## src/rtl/npu_fx_pkg.sv

```systemverilog
// Fixed-point formats, saturation bounds and accumulator FSM states shared by
// the NPU post-processing stages.
package npu_fx_pkg;

    localparam int Q_FRAC_W = 16;
    localparam int IN_SUM_W = 38;
    localparam int BIAS_W   = 32;
    localparam int OUT_W    = 32;

    localparam logic [OUT_W-1:0] SAT_MAX_Q16_16 = 32'h7FFF_FFFF;
    localparam logic [OUT_W-1:0] SAT_MIN_Q16_16 = 32'h8000_0000;

    typedef enum logic [1:0] {
        ST_ACC  = 2'd0,
        ST_POST = 2'd1,
        ST_OUT  = 2'd2
    } accum_state_e;

endpackage

```

## src/rtl/sat_q16_16.sv

```systemverilog
// Clamp a wide signed Q.16 value into the signed 32-bit Q16.16 range.
module sat_q16_16
    import npu_fx_pkg::*;
#(
    parameter int IN_W = 47
) (
    input  logic signed [IN_W-1:0]  din_i,
    output logic        [OUT_W-1:0] dout_o
);

    logic [IN_W-OUT_W:0] top_bits;
    logic                fits;

    // The value fits when every bit above bit 30 matches the sign.
    always_comb begin
        top_bits = din_i[IN_W-1:OUT_W-1];
        fits     = (top_bits == '0) || (top_bits == '1);
        if (fits) begin
            dout_o = din_i[OUT_W-1:0];
        end else if (din_i[IN_W-1]) begin
            dout_o = SAT_MIN_Q16_16;
        end else begin
            dout_o = SAT_MAX_Q16_16;
        end
    end

endmodule

```

## src/rtl/channel_accum_q16_16.sv

```systemverilog
// Sums num_ch per-channel window sums, adds bias, optional ReLU, and emits one
// saturated Q16.16 pixel through a valid/ready output.
module channel_accum_q16_16
    import npu_fx_pkg::*;
#(
    parameter int ACC_W = 46,
    parameter int CNT_W = 8
) (
    input  logic                       clk,
    input  logic                       rst,
    input  logic                       in_valid,
    output logic                       in_ready,
    input  logic signed [IN_SUM_W-1:0] in_sum,
    input  logic        [CNT_W-1:0]    num_ch,
    input  logic signed [BIAS_W-1:0]   bias,
    input  logic                       relu_en,
    output logic                       out_valid,
    input  logic                       out_ready,
    output logic signed [OUT_W-1:0]    out_data
);

    accum_state_e             state_q, state_d;
    logic signed [ACC_W-1:0]  acc_q, acc_d;
    logic        [CNT_W-1:0]  cnt_q, cnt_d;
    logic        [CNT_W-1:0]  nch_q, nch_d;
    logic signed [BIAS_W-1:0] bias_q, bias_d;
    logic                     relu_q, relu_d;
    logic        [OUT_W-1:0]  out_q, out_d;

    logic                     accept;
    logic                     first_beat;
    logic        [CNT_W-1:0]  cnt_inc;
    logic signed [ACC_W-1:0]  sum_ext;
    logic signed [ACC_W:0]    acc_ext;
    logic signed [ACC_W:0]    bias_ext;
    logic signed [ACC_W:0]    post_raw;
    logic signed [ACC_W:0]    post_relu;
    logic        [OUT_W-1:0]  post_sat;

    // Handshake outputs depend only on registered state.
    assign in_ready  = (state_q == ST_ACC);
    assign out_valid = (state_q == ST_OUT);
    assign out_data  = out_q;

    assign accept     = in_valid && in_ready;
    assign first_beat = (cnt_q == '0);
    assign cnt_inc    = cnt_q + 1'b1;
    assign sum_ext    = {{(ACC_W-IN_SUM_W){in_sum[IN_SUM_W-1]}}, in_sum};

    assign acc_ext   = {acc_q[ACC_W-1], acc_q};
    assign bias_ext  = {{(ACC_W+1-BIAS_W){bias_q[BIAS_W-1]}}, bias_q};
    assign post_raw  = acc_ext + bias_ext;
    assign post_relu = (relu_q && post_raw[ACC_W]) ? '0 : post_raw;

    sat_q16_16 #(
        .IN_W (ACC_W + 1)
    ) u_sat (
        .din_i  (post_relu),
        .dout_o (post_sat)
    );

    always_comb begin
        state_d = state_q;
        acc_d   = acc_q;
        cnt_d   = cnt_q;
        nch_d   = nch_q;
        bias_d  = bias_q;
        relu_d  = relu_q;
        out_d   = out_q;
        unique case (state_q)
            ST_ACC: begin
                if (accept) begin
                    if (first_beat) begin
                        nch_d  = num_ch;
                        bias_d = bias;
                        relu_d = relu_en;
                        acc_d  = sum_ext;
                        cnt_d  = CNT_W'(1);
                        if (num_ch <= CNT_W'(1)) begin
                            state_d = ST_POST;
                        end
                    end else begin
                        acc_d = acc_q + sum_ext;
                        cnt_d = cnt_inc;
                        if (cnt_inc == nch_q) begin
                            state_d = ST_POST;
                        end
                    end
                end
            end
            ST_POST: begin
                out_d   = post_sat;
                state_d = ST_OUT;
            end
            ST_OUT: begin
                if (out_ready) begin
                    cnt_d   = '0;
                    state_d = ST_ACC;
                end
            end
            default: begin
                cnt_d   = '0;
                state_d = ST_ACC;
            end
        endcase
    end

    always_ff @(posedge clk or posedge rst) begin
        if (rst) begin
            state_q <= ST_ACC;
            acc_q   <= '0;
            cnt_q   <= '0;
            nch_q   <= '0;
            bias_q  <= '0;
            relu_q  <= 1'b0;
            out_q   <= '0;
        end else begin
            state_q <= state_d;
            acc_q   <= acc_d;
            cnt_q   <= cnt_d;
            nch_q   <= nch_d;
            bias_q  <= bias_d;
            relu_q  <= relu_d;
            out_q   <= out_d;
        end
    end

endmodule

```

## config.mk

```make
export PLATFORM = sky130hd
export DESIGN_NAME = channel_accum_q16_16
export DESIGN_NICKNAME = d
export VERILOG_FILES = /design/src/rtl/npu_fx_pkg.sv /design/src/rtl/sat_q16_16.sv /design/src/rtl/channel_accum_q16_16.sv
export SDC_FILE = /design/constraint.sdc
export NUM_CORES = 1
export LEC_CHECK = 0
export ABC_AREA = 1
export BUFFER_PORTS_ARGS = -buffer_cell sky130_fd_sc_hd__buf_2
export CAP_MARGIN = 20
export CORE_UTILIZATION = 65
export DETAILED_ROUTE_END_ITERATION = 10
export HOLD_SLACK_MARGIN = 0.03
export PLACE_DENSITY_LB_ADDON = 0.12
export RECOVER_POWER = 50
export SYNTH_ARGS = -nofsm -noshare
export SYNTH_HDL_FRONTEND = slang
export SYNTH_HIERARCHICAL = 1
export SYNTH_SLANG_ARGS = --single-unit
```

## constraint.sdc

```tcl
create_clock -name clk -period 13.4 [get_ports clk]
set_input_delay 3.35 -clock clk [delete_from_list [all_inputs] [get_ports clk]]
set_output_delay 3.35 -clock clk [all_outputs]
set_load 0.01 [all_outputs]
```

# ---- Word-level counts from Yosys, hierarchy flattened
# Index checks and enable logic that the tools add are counted.
# W data, S select, Z words.
dict set report classes {
  eq_ne 8
  n_addsub 3
  n_reduce_logical 10
  bitwise 1
  n_lt_le_gt_ge 1
  mux 14
}
# cell count
set ops {}
lappend ops {{$mux W32} 2}
lappend ops {{$add A46 B32 Y47} 1}
lappend ops {{$mux W47} 1}
lappend ops {{$add A46 B38 Y46} 1}
lappend ops {{$mux W46} 1}
lappend ops {{$mux W8} 3}
lappend ops {{$pmux W8 S3} 1}
lappend ops {{$eq A16 B16 Y1 const B} 1}
lappend ops {{$logic_not A16 Y1} 1}
lappend ops {{$mux W2} 5}
lappend ops {{$add A8 B1 Y8 const B} 1}
lappend ops {{$eq A8 B8 Y1} 1}
lappend ops {{$le A8 B1 Y1 const B} 1}
lappend ops {{$logic_not A8 Y1} 1}
lappend ops {{$pmux W2 S3} 1}
lappend ops {{$reduce_and A3 Y1} 2}
lappend ops {{$ne A2 B1 Y1 const B} 2}
lappend ops {{$reduce_and A4 Y1} 1}
lappend ops {{$ne A3 B1 Y1 const B} 1}
lappend ops {{$ne A3 B2 Y1 const B} 1}
lappend ops {{$eq A2 B1 Y1 const B} 1}
lappend ops {{$eq A2 B2 Y1 const B} 1}
lappend ops {{$logic_and A1 B1 Y1} 2}
lappend ops {{$logic_not A2 Y1} 1}
lappend ops {{other kinds (3)} 3}
dict set report totals {
  word_cells 44
  inputBits 83
  register_bits 129
}

# ---- Logic depth before layout (Yosys ltp)
# Gate-level depths: netlist of run 1.
dict set report depth {
  word_depth 6
  ltp_mapped 27
  mapped_depth_nobuf 26
}

# ---- Cells and area by module
# The synthesis of run 1 kept the hierarchy.
# module area_per_inst_um2 cells_per_inst instances
set by_module_without_submodules {}
lappend by_module_without_submodules {channel_accum_q16_16 13300.3 2245 1}
lappend by_module_without_submodules {sat_q16_16 474.2 106 1}

# ---- Least setup slack after synthesis of run 1
# No wires, ideal clock.
dict set report synth_path {
  kind {input to register}
  start {input port in_sum[0]}
  end {register acc_q[24]}
  path_slack_ns 8.288
  arrival_ns 4.985
  n_path_buf 0
  setup_ns 0.127
  path_stages 11
  cell_sequence {ha_1 -> fa_1 -> nand3_1 -> nand3_1 -> nand2_1 -> nand2_1 -> nand2_1 -> nand3_1 -> or2_2 -> a21oi_1 -> o21ai_0}
}
dict set report synth_between {
  elab_chain_cells 2
}
# item line_no
set synth_lines {}
lappend synth_lines {{start: declaration} channel_accum_q16_16.sv:13} ;# input logic signed [IN_SUM_W-1:0] in_sum,
lappend synth_lines {{$add A46 B38 Y46} channel_accum_q16_16.sv:83} ;# acc_d = acc_q + sum_ext;
lappend synth_lines {{$mux W46} channel_accum_q16_16.sv:73} ;# if (first_beat) begin
lappend synth_lines {{end signal: assignment} channel_accum_q16_16.sv:111} ;# acc_q <= '0;
lappend synth_lines {{end signal: assignment} channel_accum_q16_16.sv:119} ;# acc_q <= acc_d;
lappend synth_lines {{end: declaration} channel_accum_q16_16.sv:23} ;# logic signed [ACC_W-1:0] acc_q, acc_d;
# Every way passes these cells.
# A chain may end at the register's enable or synchronous reset.

# ---- Final worst setup path of run 1
dict set report layout_path {
  start {input port in_valid}
  end {register bias_q[10]}
}
dict set report layout_between {
  elab_chain_cells 2
}
# item line_no
set layout_lines {}
lappend layout_lines {{start: declaration} channel_accum_q16_16.sv:11} ;# input logic in_valid,
lappend layout_lines {{$logic_and A1 B1 Y1} channel_accum_q16_16.sv:45} ;# assign accept = in_valid && in_ready;
lappend layout_lines {{$reduce_and A3 Y1 (no line)} n/a}
lappend layout_lines {{end signal: assignment} channel_accum_q16_16.sv:122} ;# bias_q <= bias_d;
lappend layout_lines {{end: declaration} channel_accum_q16_16.sv:26} ;# logic signed [BIAS_W-1:0] bias_q, bias_d;
# Every way passes these cells.

==> metrics.txt, run 1 <==
# TYPE chip_impl_metric gauge
chip_impl_info{name="crit_path_cell_trace",value="buf_2 -> inv_1 -> nor2_1 -> clkbuf_1 -> nand2_1 -> clkbuf_1 -> mux2_2"} 1
chip_impl_metric{name="grtUsageTotal",unit="%"} 42.6
chip_impl_metric{name="synth-edff-count",unit=""} 0
chip_impl_metric{name="ctsResizeCount",unit=""} 0
chip_impl_metric{name="setup_viol",unit=""} 0
chip_impl_metric{name="overall_die_height",unit="µm"} 148
chip_impl_metric{name="critical_path_required",unit="ps"} 13700
chip_impl_info{name="most_common_cell_in_the_synthesized_netlist",value="sky130_fd_sc_hd__nand2_1"} 1
chip_impl_metric{name="yosysSeqAreaShare",unit="%"} 23.4
chip_impl_info{name="min_to",value="out_data[21]"} 1
chip_impl_info{name="layer_with_the_highest_usage_after_global_routing",value="met2"} 1
chip_impl_metric{name="grt_use_met1",unit="%"} 55.8
chip_impl_metric{name="syn_inst",unit=""} 2351
chip_impl_metric{name="port-buffer-count",unit=""} 116
chip_impl_metric{name="report.final.hold_viol_count",unit=""} 0
chip_impl_metric{name="max-cap-violations",unit=""} 5
chip_impl_metric{name="drt_iter0_markers",unit=""} 1587
chip_impl_info{name="violated_checks",value="capacitance limit, slew limit"} 1
chip_impl_info{name="cp-start-kind",value="input port"} 1
chip_impl_metric{name="worst_slew_pin_slew",unit="ps"} 2520
chip_impl_metric{name="hpwl",unit="µm"} 34600
chip_impl_metric{name="totalNegativeSetupSlack",unit="ps"} 0
chip_impl_metric{name="io_pins",unit=""} 117
chip_impl_metric{name="ys_types",unit=""} 44
chip_impl_metric{name="groute.layer.met3.usage",unit="%"} 7.50
chip_impl_metric{name="cp_data_arrival_time",unit="ps"} 7610
chip_impl_info{name="timing.setup.critical_path_class",value="input port to register"} 1
chip_impl_info{name="netlist_top_cells_area",value="sky130_fd_sc_hd__nand2_1 26%, sky130_fd_sc_hd__dfrtp_1 23%, sky130_fd_sc_hd__inv_1 12%"} 1
chip_impl_metric{name="postSynthRegisterBits",unit=""} 129
chip_impl_info{name="synth-main-ff-cell",value="sky130_fd_sc_hd__dfrtp_1"} 1
chip_impl_metric{name="yosysTopAreaCellShare",unit="%"} 25.8
chip_impl_metric{name="vias",unit=""} 15300
chip_impl_metric{name="worst_skew_pair.late_latency",unit="ps"} 450
chip_impl_metric{name="final-max-slew-violation-count",unit=""} 211
chip_impl_metric{name="design.final.nets",unit=""} 2633
chip_impl_info{name="start_point_of_the_critical_path",value="in_valid"} 1
chip_impl_metric{name="worst_slew_margin_rel",unit="%"} -67.7
chip_impl_info{name="rsz0062_at_grt",value="false"} 1
chip_impl_info{name="timing.rr.end",value="bias_q[10]"} 1
chip_impl_metric{name="wirelength",unit="µm"} 46000
chip_impl_metric{name="post-cts-setup-buffers",unit=""} 0
chip_impl_info{name="holdCritPathClass",value="register to register"} 1
chip_impl_metric{name="synth_async_sr_flop_share",unit="%"} 100
chip_impl_info{name="worst_hold_startpoint",value="out_data[21]"} 1
chip_impl_metric{name="worst-r2r-cell-count",unit=""} 7
chip_impl_metric{name="die_w",unit="µm"} 148
chip_impl_info{name="critPathSlowestCell",value="sky130_fd_sc_hd__clkbuf_1"} 1
chip_impl_info{name="run_status",value="complete, but fails checks"} 1
chip_impl_metric{name="grt_antenna_before_repair",unit=""} 2
chip_impl_metric{name="gpl.final_weighted_congestion",unit=""} 1.04
chip_impl_metric{name="cts-buffers-inserted",unit=""} 17
chip_impl_info{name="worst_setup_end_kind",value="register"} 1
chip_impl_metric{name="achievable-frequency",unit="MHz"} 137
chip_impl_metric{name="grt_start_max_net_pins",unit=""} 80
chip_impl_metric{name="insertedDiodeCount",unit=""} 0
chip_impl_metric{name="overflow",unit=""} 0
chip_impl_metric{name="synthesized_area_divided_by_synthesized_cell_count",unit="µm²"} 5.86
chip_impl_metric{name="clock-skew-final",unit="ps"} 14.5
chip_impl_metric{name="cp_max_fo",unit=""} 40
chip_impl_metric{name="period_share",unit="%"} 54.5
chip_impl_info{name="cts_tree",value="built"} 1
chip_impl_metric{name="hold_buffers",unit=""} 0
chip_impl_metric{name="ant_nets",unit=""} 0
chip_impl_info{name="ctsRootBufferMaster",value="sky130_fd_sc_hd__clkbuf_16"} 1
chip_impl_info{name="synth_largest_area_cell",value="sky130_fd_sc_hd__nand2_1"} 1
chip_impl_metric{name="vias_in_the_first_global_route",unit=""} 14400
chip_impl_metric{name="die-area",unit="µm²"} 21800
chip_impl_metric{name="area.growth.synth_to_final",unit="%"} 9.27
chip_impl_metric{name="synthesis.area",unit="µm²"} 13800
chip_impl_metric{name="clkSinkCount",unit=""} 129
chip_impl_metric{name="h-tree-depth",unit=""} 4
chip_impl_metric{name="start_util",unit="%"} 67.2
chip_impl_metric{name="syn_nets",unit=""} 2529
chip_impl_metric{name="max-clock-path-buffers",unit=""} 2
chip_impl_metric{name="drive_above_1_share",unit="%"} 7.58
chip_impl_metric{name="ff2ff_setup_slack",unit="ps"} 8470
chip_impl_metric{name="post_drt_via_cell_ratio",unit=""} 5.60
chip_impl_metric{name="rows",unit=""} 52
chip_impl_metric{name="warnings_synthesis",unit=""} 6
chip_impl_info{name="timing.critical_path.mode_cell",value="sky130_fd_sc_hd__clkbuf_1"} 1
chip_impl_info{name="post_synth_most_frequent_cells",value="946 x sky130_fd_sc_hd__nand2_1, 427 x sky130_fd_sc_hd__inv_1, 226 x sky130_fd_sc_hd__nor2_1, 129 x sky130_fd_sc_hd__dfrtp_1, 104 x sky130_fd_sc_hd__a21oi_1"} 1
chip_impl_metric{name="detail_route.drc_violations",unit=""} 0
chip_impl_metric{name="number_of_detailed_routing_iterations_run_before_antenna_repair",unit=""} 8
chip_impl_metric{name="grt_first_pass_wirelength",unit="µm"} 72000
chip_impl_metric{name="core",unit="µm²"} 20500
chip_impl_metric{name="path_clk_slew",unit="ps"} 70
chip_impl_metric{name="timing.final.crit_period",unit="ps"} 7300
chip_impl_info{name="regToRegStartpoint",value="state_q[1]"} 1
chip_impl_metric{name="global_route.usage.met2",unit="%"} 67.4
chip_impl_metric{name="hold_path_depth",unit=""} 2
chip_impl_metric{name="route.detailed.wl_per_inst",unit="µm"} 16.8
chip_impl_metric{name="cp_slowest_stage_delay",unit="ps"} 1550
==> layout by cell type, fill, tap and decap left out, types with 5 or more instances in the layout <==
master | synthesis | final
sky130_fd_sc_hd__mux2_2 | 26 | 25
sky130_fd_sc_hd__nand2_2 | 15 | 14
sky130_fd_sc_hd__buf_2 | 4 | 83
sky130_fd_sc_hd__nand3b_1 | 5 | 5
sky130_fd_sc_hd__nor2_1 | 226 | 225
sky130_fd_sc_hd__nor3_1 | 16 | 16
sky130_fd_sc_hd__nor2_2 | 8 | 9
sky130_fd_sc_hd__clkbuf_16 | 0 | 17
sky130_fd_sc_hd__xor2_1 | 30 | 30
sky130_fd_sc_hd__dfrtp_1 | 129 | 129
sky130_fd_sc_hd__a21oi_1 | 104 | 104
sky130_fd_sc_hd__o211ai_1 | 7 | 7
sky130_fd_sc_hd__clkbuf_1 | 22 | 37
sky130_fd_sc_hd__xnor2_1 | 26 | 26
sky130_fd_sc_hd__ha_1 | 93 | 93
sky130_fd_sc_hd__nand2_1 | 946 | 947
sky130_fd_sc_hd__or2_2 | 5 | 5
sky130_fd_sc_hd__nand4_1 | 26 | 26
sky130_fd_sc_hd__inv_1 | 427 | 426
sky130_fd_sc_hd__o22ai_1 | 7 | 7
sky130_fd_sc_hd__nand3_1 | 102 | 102
sky130_fd_sc_hd__mux2_1 | 11 | 12
sky130_fd_sc_hd__inv_2 | 7 | 7
sky130_fd_sc_hd__o21ai_0 | 58 | 59
sky130_fd_sc_hd__o21bai_1 | 15 | 15
==> state kept, by name, indices dropped and copies added, names as in the netlist <==
register,count
acc_q,46
relu_q,1
state_q,2
out_data,32
cnt_q,8
nch_q,8
bias_q,32
==> how the worst max path moves through the flow <==
stage | cells past startpoint | endpoint | slack, ps
after floorplan | 1 | acc_q[0] | 6610
after global placement | 6 | bias_q[30] | 7970
after detailed placement | 6 | bias_q[24] | 7880
after CTS | 6 | bias_q[24] | 8250
after global routing | 7 | bias_q[10] | 6000
final | 7 | bias_q[10] | 6100
==> kinds of logic (layout without fill, tap and decap cells) <==
group	count (synthesis)	in the layout	synth area share, %
buf+inv	473	590	13.5
flops	129	129	23.4
fa+ha+maj	95	95	8.74
simple gates	1360	1360	39.7
compound gates	201	201	8.01
mux	37	37	3.02
xor+xnor	56	56	3.56
==> cell type report <==
| type | instances | area, µm² |
|---|---|---|
| Timing Repair Buffer | 123 | 577 |
| Clock buffer | 19 | 453 |
| Tap cell | 270 | 338 |
| Clock inverter | 13 | 151 |
| Fill cell | 1808 | 5440 |
| Inverter | 435 | 1630 |
| Multi-Input combinational cell | 1749 | 8670 |
| Sequential cell | 129 | 3230 |
==> routing by layer <==
| metal | vias to the layer above | routed length [µm] |
|---|---|---|
| li1 | 7408 | - |
| met3 | 194 | 4830 |
| met4 | 2 | 2580 |
| met1 | 6863 | 18600 |
| met5 | - | 13 |
| met2 | 867 | 20000 |
==> critical path: cells and delay by family <==
kind / cells / cell delay [ps]
simple gates: 2 / 750
mux: 1 / 740
buf+inv: 4 / 2720
==> per-stage QoR <==
step / utilization (%) / instance area [µm²] / hold WS [ps] / setup WS, ps / std cells
floorplan: - / 13800 / 467 / 6610 / 2351
detailed placement: 70.8 / 14500 / 454 / 7880 / 2704
global placement: 70.8 / 14500 / 451 / 7970 / 2704
global route: 73.4 / 15100 / 493 / 6000 / 2738
CTS: 73.7 / 15100 / 470 / 8250 / 2736
finish: 73.4 / 15100 / 473 / 6100 / 2738
Power of run 1 is left out: the tool's default activity adds up to more than one toggle a clock period on the data nets, which glitch-free logic cannot reach.
==> run 2: changes to the inputs <==
--- a/config.mk
+++ b/config.mk
@@ -5,10 +5,10 @@
 export SDC_FILE = /design/constraint.sdc
 export NUM_CORES = 1
 export LEC_CHECK = 0
-export ABC_AREA = 1
+export ABC_AREA = 0
 export BUFFER_PORTS_ARGS = -buffer_cell sky130_fd_sc_hd__buf_2
 export CAP_MARGIN = 20
-export CORE_UTILIZATION = 65
+export CORE_UTILIZATION = 55
 export DETAILED_ROUTE_END_ITERATION = 10
 export HOLD_SLACK_MARGIN = 0.03
 export PLACE_DENSITY_LB_ADDON = 0.12
==> constraint.sdc (replaced) <==
create_clock -name clk -period 5.8 [get_ports clk]
set_input_delay 1.45 -clock clk [delete_from_list [all_inputs] [get_ports clk]]
set_output_delay 1.45 -clock clk [all_outputs]
set_load 0.01 [all_outputs]
==> metrics.txt, run 2 <==
# TYPE chip_impl_metric gauge
chip_impl_metric{name="final-max-slew-violation-count",unit=""} 134
chip_impl_metric{name="synthesized_area_divided_by_synthesized_cell_count",unit="µm²"} 8.46
chip_impl_metric{name="grt_use_met1",unit="%"} 42.9
chip_impl_metric{name="clkSinkCount",unit=""} 129
chip_impl_metric{name="die-area",unit="µm²"} 20700
chip_impl_metric{name="totalNegativeSetupSlack",unit="ps"} 0
chip_impl_metric{name="drive_above_1_share",unit="%"} 17.8
chip_impl_metric{name="grtUsageTotal",unit="%"} 29.6
chip_impl_info{name="layer_with_the_highest_usage_after_global_routing",value="met2"} 1
chip_impl_metric{name="hpwl",unit="µm"} 22400
chip_impl_metric{name="max-clock-path-buffers",unit=""} 2
chip_impl_metric{name="synth_async_sr_flop_share",unit="%"} 100
chip_impl_metric{name="overall_die_height",unit="µm"} 144
chip_impl_metric{name="post_drt_via_cell_ratio",unit=""} 5.97
chip_impl_info{name="cts_tree",value="built"} 1
chip_impl_metric{name="vias_in_the_first_global_route",unit=""} 9122
chip_impl_metric{name="yosysTopAreaCellShare",unit="%"} 29.2
chip_impl_metric{name="finalHoldWorstSlack",unit="ps"} 502
chip_impl_metric{name="cts-buffers-inserted",unit=""} 17
chip_impl_info{name="cp-start-kind",value="register"} 1
chip_impl_metric{name="syn_inst",unit=""} 1309
chip_impl_metric{name="h-tree-depth",unit=""} 4
chip_impl_metric{name="port-buffer-count",unit=""} 116
chip_impl_metric{name="io_pins",unit=""} 117
chip_impl_metric{name="warnings_synthesis",unit=""} 6
chip_impl_metric{name="synth-edff-count",unit=""} 0
chip_impl_metric{name="groute.layer.met3.usage",unit="%"} 5.66
chip_impl_metric{name="worst_slew_margin_rel",unit="%"} -108
chip_impl_metric{name="yosysSeqAreaShare",unit="%"} 29.2
chip_impl_metric{name="start_util",unit="%"} 56.5
chip_impl_metric{name="period_share",unit="%"} 86.5
chip_impl_metric{name="rows",unit=""} 51
chip_impl_metric{name="largest_register_ff_count",unit=""} 46
chip_impl_metric{name="post-cts-setup-buffers",unit=""} 0
chip_impl_metric{name="area.growth.synth_to_final",unit="%"} 11.7
chip_impl_info{name="run_status",value="complete, but fails checks"} 1
chip_impl_metric{name="gpl.final_weighted_congestion",unit=""} 0.943
chip_impl_metric{name="ys_types",unit=""} 83
chip_impl_info{name="mostFrequentLayoutCells",value="132 x sky130_fd_sc_hd__nand2_1, 129 x sky130_fd_sc_hd__dfrtp_1, 124 x sky130_fd_sc_hd__nor2_1, 124 x sky130_fd_sc_hd__a21oi_1, 108 x sky130_fd_sc_hd__o21ai_0"} 1
chip_impl_metric{name="postSynthRegisterBits",unit=""} 129
chip_impl_metric{name="vias",unit=""} 9975
chip_impl_metric{name="route.detailed.wl_per_inst",unit="µm"} 17.6
chip_impl_metric{name="core",unit="µm²"} 19600
chip_impl_info{name="netlist_top_cells_area",value="sky130_fd_sc_hd__dfrtp_1 29%, sky130_fd_sc_hd__ha_1 11%, sky130_fd_sc_hd__mux2_2 7.4%"} 1
chip_impl_metric{name="design.final.nets",unit=""} 1571
chip_impl_info{name="worst_setup_end_kind",value="register"} 1
chip_impl_metric{name="grt_start_max_net_pins",unit=""} 72
chip_impl_metric{name="syn_nets",unit=""} 1487
chip_impl_metric{name="path_clk_slew",unit="ps"} 60
chip_impl_metric{name="grt_first_pass_wirelength",unit="µm"} 47700
chip_impl_metric{name="cp_data_arrival_time",unit="ps"} 5320
chip_impl_metric{name="clock-skew-final",unit="ps"} 12.0
chip_impl_metric{name="ant_nets",unit=""} 0
chip_impl_info{name="ctsRootBufferMaster",value="sky130_fd_sc_hd__clkbuf_16"} 1
chip_impl_info{name="synth-main-ff-cell",value="sky130_fd_sc_hd__dfrtp_1"} 1
chip_impl_metric{name="worst_skew_pair.late_latency",unit="ps"} 420
chip_impl_metric{name="hold_buffers",unit=""} 0
chip_impl_metric{name="drt_iter0_markers",unit=""} 744
chip_impl_info{name="timing.setup.critical_path_class",value="register to register"} 1
chip_impl_info{name="most_common_cell_in_the_synthesized_netlist",value="sky130_fd_sc_hd__nand2_1"} 1
chip_impl_info{name="holdCritPathClass",value="register to register"} 1
chip_impl_info{name="rsz0062_at_grt",value="false"} 1
chip_impl_info{name="synth_largest_area_cell",value="sky130_fd_sc_hd__dfrtp_1"} 1
chip_impl_metric{name="global_route.usage.met2",unit="%"} 45.6
chip_impl_metric{name="die_w",unit="µm"} 144
chip_impl_metric{name="cp_max_fo",unit=""} 35
chip_impl_metric{name="wirelength",unit="µm"} 29500
chip_impl_metric{name="worst_slew_pin_slew",unit="ps"} 3110
chip_impl_metric{name="detail_route.drc_violations",unit=""} 0
chip_impl_metric{name="ctsResizeCount",unit=""} 0
chip_impl_info{name="violated_checks",value="capacitance limit, slew limit"} 1
chip_impl_metric{name="synthesis.area",unit="µm²"} 11100
chip_impl_metric{name="number_of_detailed_routing_iterations_run_before_antenna_repair",unit=""} 6
chip_impl_metric{name="grt_antenna_before_repair",unit=""} 2
chip_impl_metric{name="critical_path_required",unit="ps"} 6100
chip_impl_info{name="reg_with_most_ffs",value="acc_q"} 1
chip_impl_info{name="commonest_non_fill_non_tap_cell_in_the_layout",value="sky130_fd_sc_hd__nand2_1"} 1
chip_impl_metric{name="max-cap-violations",unit=""} 3
chip_impl_info{name="post_synth_most_frequent_cells",value="133 x sky130_fd_sc_hd__nand2_1, 129 x sky130_fd_sc_hd__dfrtp_1, 124 x sky130_fd_sc_hd__a21oi_1, 124 x sky130_fd_sc_hd__nor2_1, 108 x sky130_fd_sc_hd__o21ai_0"} 1
chip_impl_metric{name="overflow",unit=""} 0
chip_impl_metric{name="achievable-frequency",unit="MHz"} 199
chip_impl_metric{name="report.final.hold_viol_count",unit=""} 0
chip_impl_metric{name="timing.final.crit_period",unit="ps"} 5020
chip_impl_metric{name="setup_viol",unit=""} 0
run 2: cell types whose count changed after synthesis, sizes merged, moves of 25 or more:
cell,previous run,this run
mux2,37,74
xnor2,26,51
nand2,962,137
nor2,234,124
inv,434,30
o21ai,59,114
nand3,105,29
a21o,2,48
run 2: final timing paths:
kind | start | endpoint | slack, ps | cells after the start
worst max register to register | acc_q[7] | out_data[29] | 780 | 17
min in group asynchronous | rst | bias_q[3] | 1900 | 2
worst min register to register | out_data[1] | out_data[1] | 500 | 1
worst min-delay path | out_data[1] | out_data[1] | 500 | 1
worst max-delay path | acc_q[7] | out_data[29] | 780 | 17
max in group asynchronous | rst | cnt_q[0] | 1350 | 3
run 2: cells by family after synthesis:
logic type | after synthesis | synth area share, %
buf+inv | 90 | 3.57
xor+xnor | 90 | 7.12
compound gates | 411 | 23.7
simple gates | 416 | 17.7
flops | 129 | 29.2
fa+ha+maj | 95 | 10.9
mux | 78 | 7.92
run 2: area by class of cell:
| class | instances | area (µm²) |
|---|---|---|
| diodes | 1 | 2.50 |
| multi-input cells | 1090 | 7460 |
| repair buffers | 125 | 619 |
| flip-flops and latches | 129 | 3230 |
| clock inverters | 15 | 184 |
| well taps | 265 | 332 |
| inverters | 30 | 114 |
| clock buffers | 17 | 425 |
| fillers | 1836 | 7230 |
run 2: stage by stage:
stage          utilization (%)  setup WS [ps]  instances  cell area, µm²
2_1_floorplan                -            909       1309           11100
3_3_place_gp              60.1            920       1639           11800
3_5_place_dp              60.1            840       1639           11800
4_1_cts                   63.2            812       1671           12400
5_1_grt                   63.1            322       1672           12400
6_report                  63.1            782       1672           12400
run 2: critical path: stages (launching register included):
cell and delay [ps]:
sky130_fd_sc_hd__dfrtp_1 440, sky130_fd_sc_hd__ha_1 390, sky130_fd_sc_hd__a21oi_1 220, sky130_fd_sc_hd__o21ai_2 140, sky130_fd_sc_hd__a2111oi_4 280, sky130_fd_sc_hd__a21oi_1 170
sky130_fd_sc_hd__a41o_1 330, sky130_fd_sc_hd__a21bo_2 240, sky130_fd_sc_hd__a221oi_4 270, sky130_fd_sc_hd__o211a_1 390, sky130_fd_sc_hd__buf_4 370, sky130_fd_sc_hd__nor2_1 110
sky130_fd_sc_hd__nor4_1 280, sky130_fd_sc_hd__and4_4 430, sky130_fd_sc_hd__or3_1 150, sky130_fd_sc_hd__buf_4 290, sky130_fd_sc_hd__nand2_1 120, sky130_fd_sc_hd__mux2_2 270
run 2: per-layer routing:
metal	up-vias	wire, µm
met5	-	11
met4	2	213
met3	19	1670
met2	304	13300
met1	4717	14300
li1	4933	-
Power of run 2 is left out for the same reason.
==> run 3: changes to the inputs <==
--- a/config.mk
+++ b/config.mk
@@ -6,10 +6,10 @@
 export NUM_CORES = 1
 export LEC_CHECK = 0
 export ABC_AREA = 0
-export BUFFER_PORTS_ARGS = -buffer_cell sky130_fd_sc_hd__buf_2
 export CAP_MARGIN = 20
-export CORE_UTILIZATION = 55
+export CORE_UTILIZATION = 59
 export DETAILED_ROUTE_END_ITERATION = 10
+export DONT_BUFFER_PORTS = 1
 export HOLD_SLACK_MARGIN = 0.03
 export PLACE_DENSITY_LB_ADDON = 0.12
 export RECOVER_POWER = 50
==> metrics.txt, run 3 (synthesis results as in run 2) <==
# TYPE chip_impl_metric gauge
chip_impl_info{name="run_status",value="complete, but fails checks"} 1
chip_impl_info{name="violated_checks",value="DRC, capacitance limit, slew limit"} 1
chip_impl_info{name="ctsRootBufferMaster",value="sky130_fd_sc_hd__clkbuf_16"} 1
chip_impl_metric{name="cts-buffers-inserted",unit=""} 17
chip_impl_metric{name="number_of_detailed_routing_iterations_run_before_antenna_repair",unit=""} 10
chip_impl_metric{name="h-tree-depth",unit=""} 4
chip_impl_metric{name="design.final.nets",unit=""} 1455
chip_impl_info{name="worst_hold_startpoint",value="bias_q[27]"} 1
chip_impl_metric{name="achievable-frequency",unit="MHz"} 197
chip_impl_metric{name="post-cts-setup-buffers",unit=""} 0
chip_impl_metric{name="drt_iter0_markers",unit=""} 764
chip_impl_metric{name="ctsResizeCount",unit=""} 0
chip_impl_metric{name="pre_cts_setup_slack",unit="ps"} 775
chip_impl_metric{name="max-cap-violations",unit=""} 3
chip_impl_metric{name="worst_slew_margin_rel",unit="%"} -127
chip_impl_metric{name="ff2ff_setup_slack",unit="ps"} 720
chip_impl_metric{name="path_clk_slew",unit="ps"} 60
chip_impl_metric{name="period_share",unit="%"} 87.6
chip_impl_metric{name="largest_register_ff_count",unit=""} 46
chip_impl_metric{name="final-max-slew-violation-count",unit=""} 134
chip_impl_info{name="timing.rr.end",value="out_data[22]"} 1
chip_impl_metric{name="worst_slew_pin_slew",unit="ps"} 3380
chip_impl_metric{name="grt_first_pass_wirelength",unit="µm"} 47100
chip_impl_metric{name="start_util",unit="%"} 61.0
chip_impl_info{name="worst_setup_end_kind",value="register"} 1
chip_impl_metric{name="worst-r2r-cell-count",unit=""} 20
chip_impl_metric{name="overall_die_height",unit="µm"} 139
chip_impl_info{name="rsz0062_at_grt",value="false"} 1
chip_impl_info{name="cts_tree",value="built"} 1
chip_impl_metric{name="final.setup.worst_slack",unit="ps"} 721
chip_impl_metric{name="hpwl",unit="µm"} 21900
chip_impl_metric{name="cp_data_arrival_time",unit="ps"} 5390
chip_impl_metric{name="grtUsageTotal",unit="%"} 30.6
chip_impl_metric{name="die-area",unit="µm²"} 19300
chip_impl_metric{name="hold_buffers",unit=""} 0
chip_impl_info{name="timing.setup.critical_path_class",value="register to register"} 1
chip_impl_metric{name="hold_path_depth",unit=""} 1
chip_impl_metric{name="port-buffer-count",unit=""} 0
chip_impl_metric{name="filler_cell_count",unit=""} 1563
chip_impl_metric{name="wirelength",unit="µm"} 29000
chip_impl_info{name="mostFrequentLayoutCells",value="132 x sky130_fd_sc_hd__nand2_1, 129 x sky130_fd_sc_hd__dfrtp_1, 124 x sky130_fd_sc_hd__nor2_1, 124 x sky130_fd_sc_hd__a21oi_1, 108 x sky130_fd_sc_hd__o21ai_0"} 1
chip_impl_metric{name="timing.final.crit_period",unit="ps"} 5080
chip_impl_metric{name="route.detailed.wl_per_inst",unit="µm"} 19.0
chip_impl_metric{name="detail_route.drc_violations",unit=""} 14
chip_impl_metric{name="vias_in_the_first_global_route",unit=""} 9109
chip_impl_metric{name="io_pins",unit=""} 117
chip_impl_metric{name="core",unit="µm²"} 18100
chip_impl_metric{name="vias",unit=""} 9551
chip_impl_info{name="cp-start-kind",value="register"} 1
chip_impl_info{name="min_to",value="bias_q[27]"} 1
chip_impl_metric{name="post_drt_via_cell_ratio",unit=""} 6.28
chip_impl_metric{name="die_w",unit="µm"} 139
chip_impl_metric{name="clkSinkCount",unit=""} 129
chip_impl_metric{name="rows",unit=""} 49
chip_impl_info{name="commonest_non_fill_non_tap_cell_in_the_layout",value="sky130_fd_sc_hd__nand2_1"} 1
chip_impl_metric{name="drive_above_1_share",unit="%"} 11.6
chip_impl_metric{name="gpl.final_weighted_congestion",unit=""} 0.942
chip_impl_info{name="regToRegStartpoint",value="acc_q[0]"} 1
chip_impl_info{name="holdCritPathClass",value="register to register"} 1
chip_impl_metric{name="report.final.hold_viol_count",unit=""} 0
chip_impl_metric{name="setup_viol",unit=""} 0
chip_impl_metric{name="totalNegativeSetupSlack",unit="ps"} 0
chip_impl_metric{name="area.growth.synth_to_final",unit="%"} 6.19
chip_impl_info{name="reg_with_most_ffs",value="acc_q"} 1
chip_impl_metric{name="clock-skew-final",unit="ps"} 9.20
chip_impl_metric{name="cp_max_fo",unit=""} 36
chip_impl_info{name="start_point_of_the_critical_path",value="acc_q[0]"} 1
chip_impl_metric{name="grt_start_max_net_pins",unit=""} 73
chip_impl_metric{name="critical_path_required",unit="ps"} 6110
chip_impl_metric{name="grt_antenna_before_repair",unit=""} 3
chip_impl_metric{name="ant_nets",unit=""} 0
chip_impl_metric{name="worst_skew_pair.late_latency",unit="ps"} 430
chip_impl_metric{name="overflow",unit=""} 0
chip_impl_metric{name="max-clock-path-buffers",unit=""} 2
chip_impl_metric{name="final_core_utilization",unit="%"} 64.8
[run 3: cell types whose count changed in the layout (fill, tap and decap cells not counted), sizes merged]
cell,delta
clkbuf,-15
clkinv,-1
diode,+2
clkinvlp,-1
buf,-99
inv,-1
[run 3: per-stage QoR]
step / hold slack, ps / cell area [µm²] / instances
6_report: 510 / 11800 / 1521
5_1_grt: 523 / 11800 / 1520
4_1_cts: 513 / 11800 / 1518
3_5_place_dp: 503 / 11200 / 1487
3_3_place_gp: 492 / 11200 / 1487
2_1_floorplan: 481 / 11100 / 1309
[run 3: how the worst max path moves through the flow]
stage | endpoint | slack [ps]
6_report | out_data[22] | 720
5_1_grt | out_data[22] | 350
4_1_cts | out_data[22] | 750
3_5_place_dp | out_data[22] | 780
3_3_place_gp | out_data[6] | 950
2_1_floorplan | acc_q[0] | 910
[run 3: per-layer routing]
layer	share of wire (%)	global-route usage [%]	vias to the layer above	wire, µm
met5	0	0	-	0
met4	1.5	9.47	0	439
met3	6.5	6.98	30	1890
met2	45	47.5	259	12900
met1	47	42.5	4566	13700
li1	-	-	4696	-
[run 3: area by class of cell]
| type | instances | area, µm² | area share (%) |
|---|---|---|---|
| antenna | 3 | 7.51 | 0.0639 |
| clock buffer | 19 | 443 | 3.77 |
| clock inverter | 12 | 159 | 1.35 |
| inverter | 30 | 114 | 0.968 |
| multi-input combinational | 1090 | 7460 | 63.4 |
| sequential | 129 | 3230 | 27.5 |
| tap | 229 | 287 | 2.44 |
| timing repair buffer | 9 | 60.1 | 0.511 |
[run 3: worst max-delay path: stages (launching register included)]
cell                       delay, ps
sky130_fd_sc_hd__dfrtp_1         390
sky130_fd_sc_hd__ha_1            210
sky130_fd_sc_hd__inv_1            70
sky130_fd_sc_hd__fa_1            400
sky130_fd_sc_hd__nand2b_1        180
sky130_fd_sc_hd__a21oi_1         230
sky130_fd_sc_hd__o211ai_1        170
sky130_fd_sc_hd__a21oi_1         320
sky130_fd_sc_hd__a41o_1          320
sky130_fd_sc_hd__a21bo_2         210
sky130_fd_sc_hd__a221oi_4         80
sky130_fd_sc_hd__o211a_1         350
sky130_fd_sc_hd__buf_4           280
sky130_fd_sc_hd__nor2b_1         200
sky130_fd_sc_hd__nand4_1         160
sky130_fd_sc_hd__nor4_4          260
sky130_fd_sc_hd__buf_4           290
sky130_fd_sc_hd__or3_1           140
sky130_fd_sc_hd__buf_4           300
sky130_fd_sc_hd__nand2_1         110
sky130_fd_sc_hd__mux2_2          280
Power of run 3 is left out for the same reason.
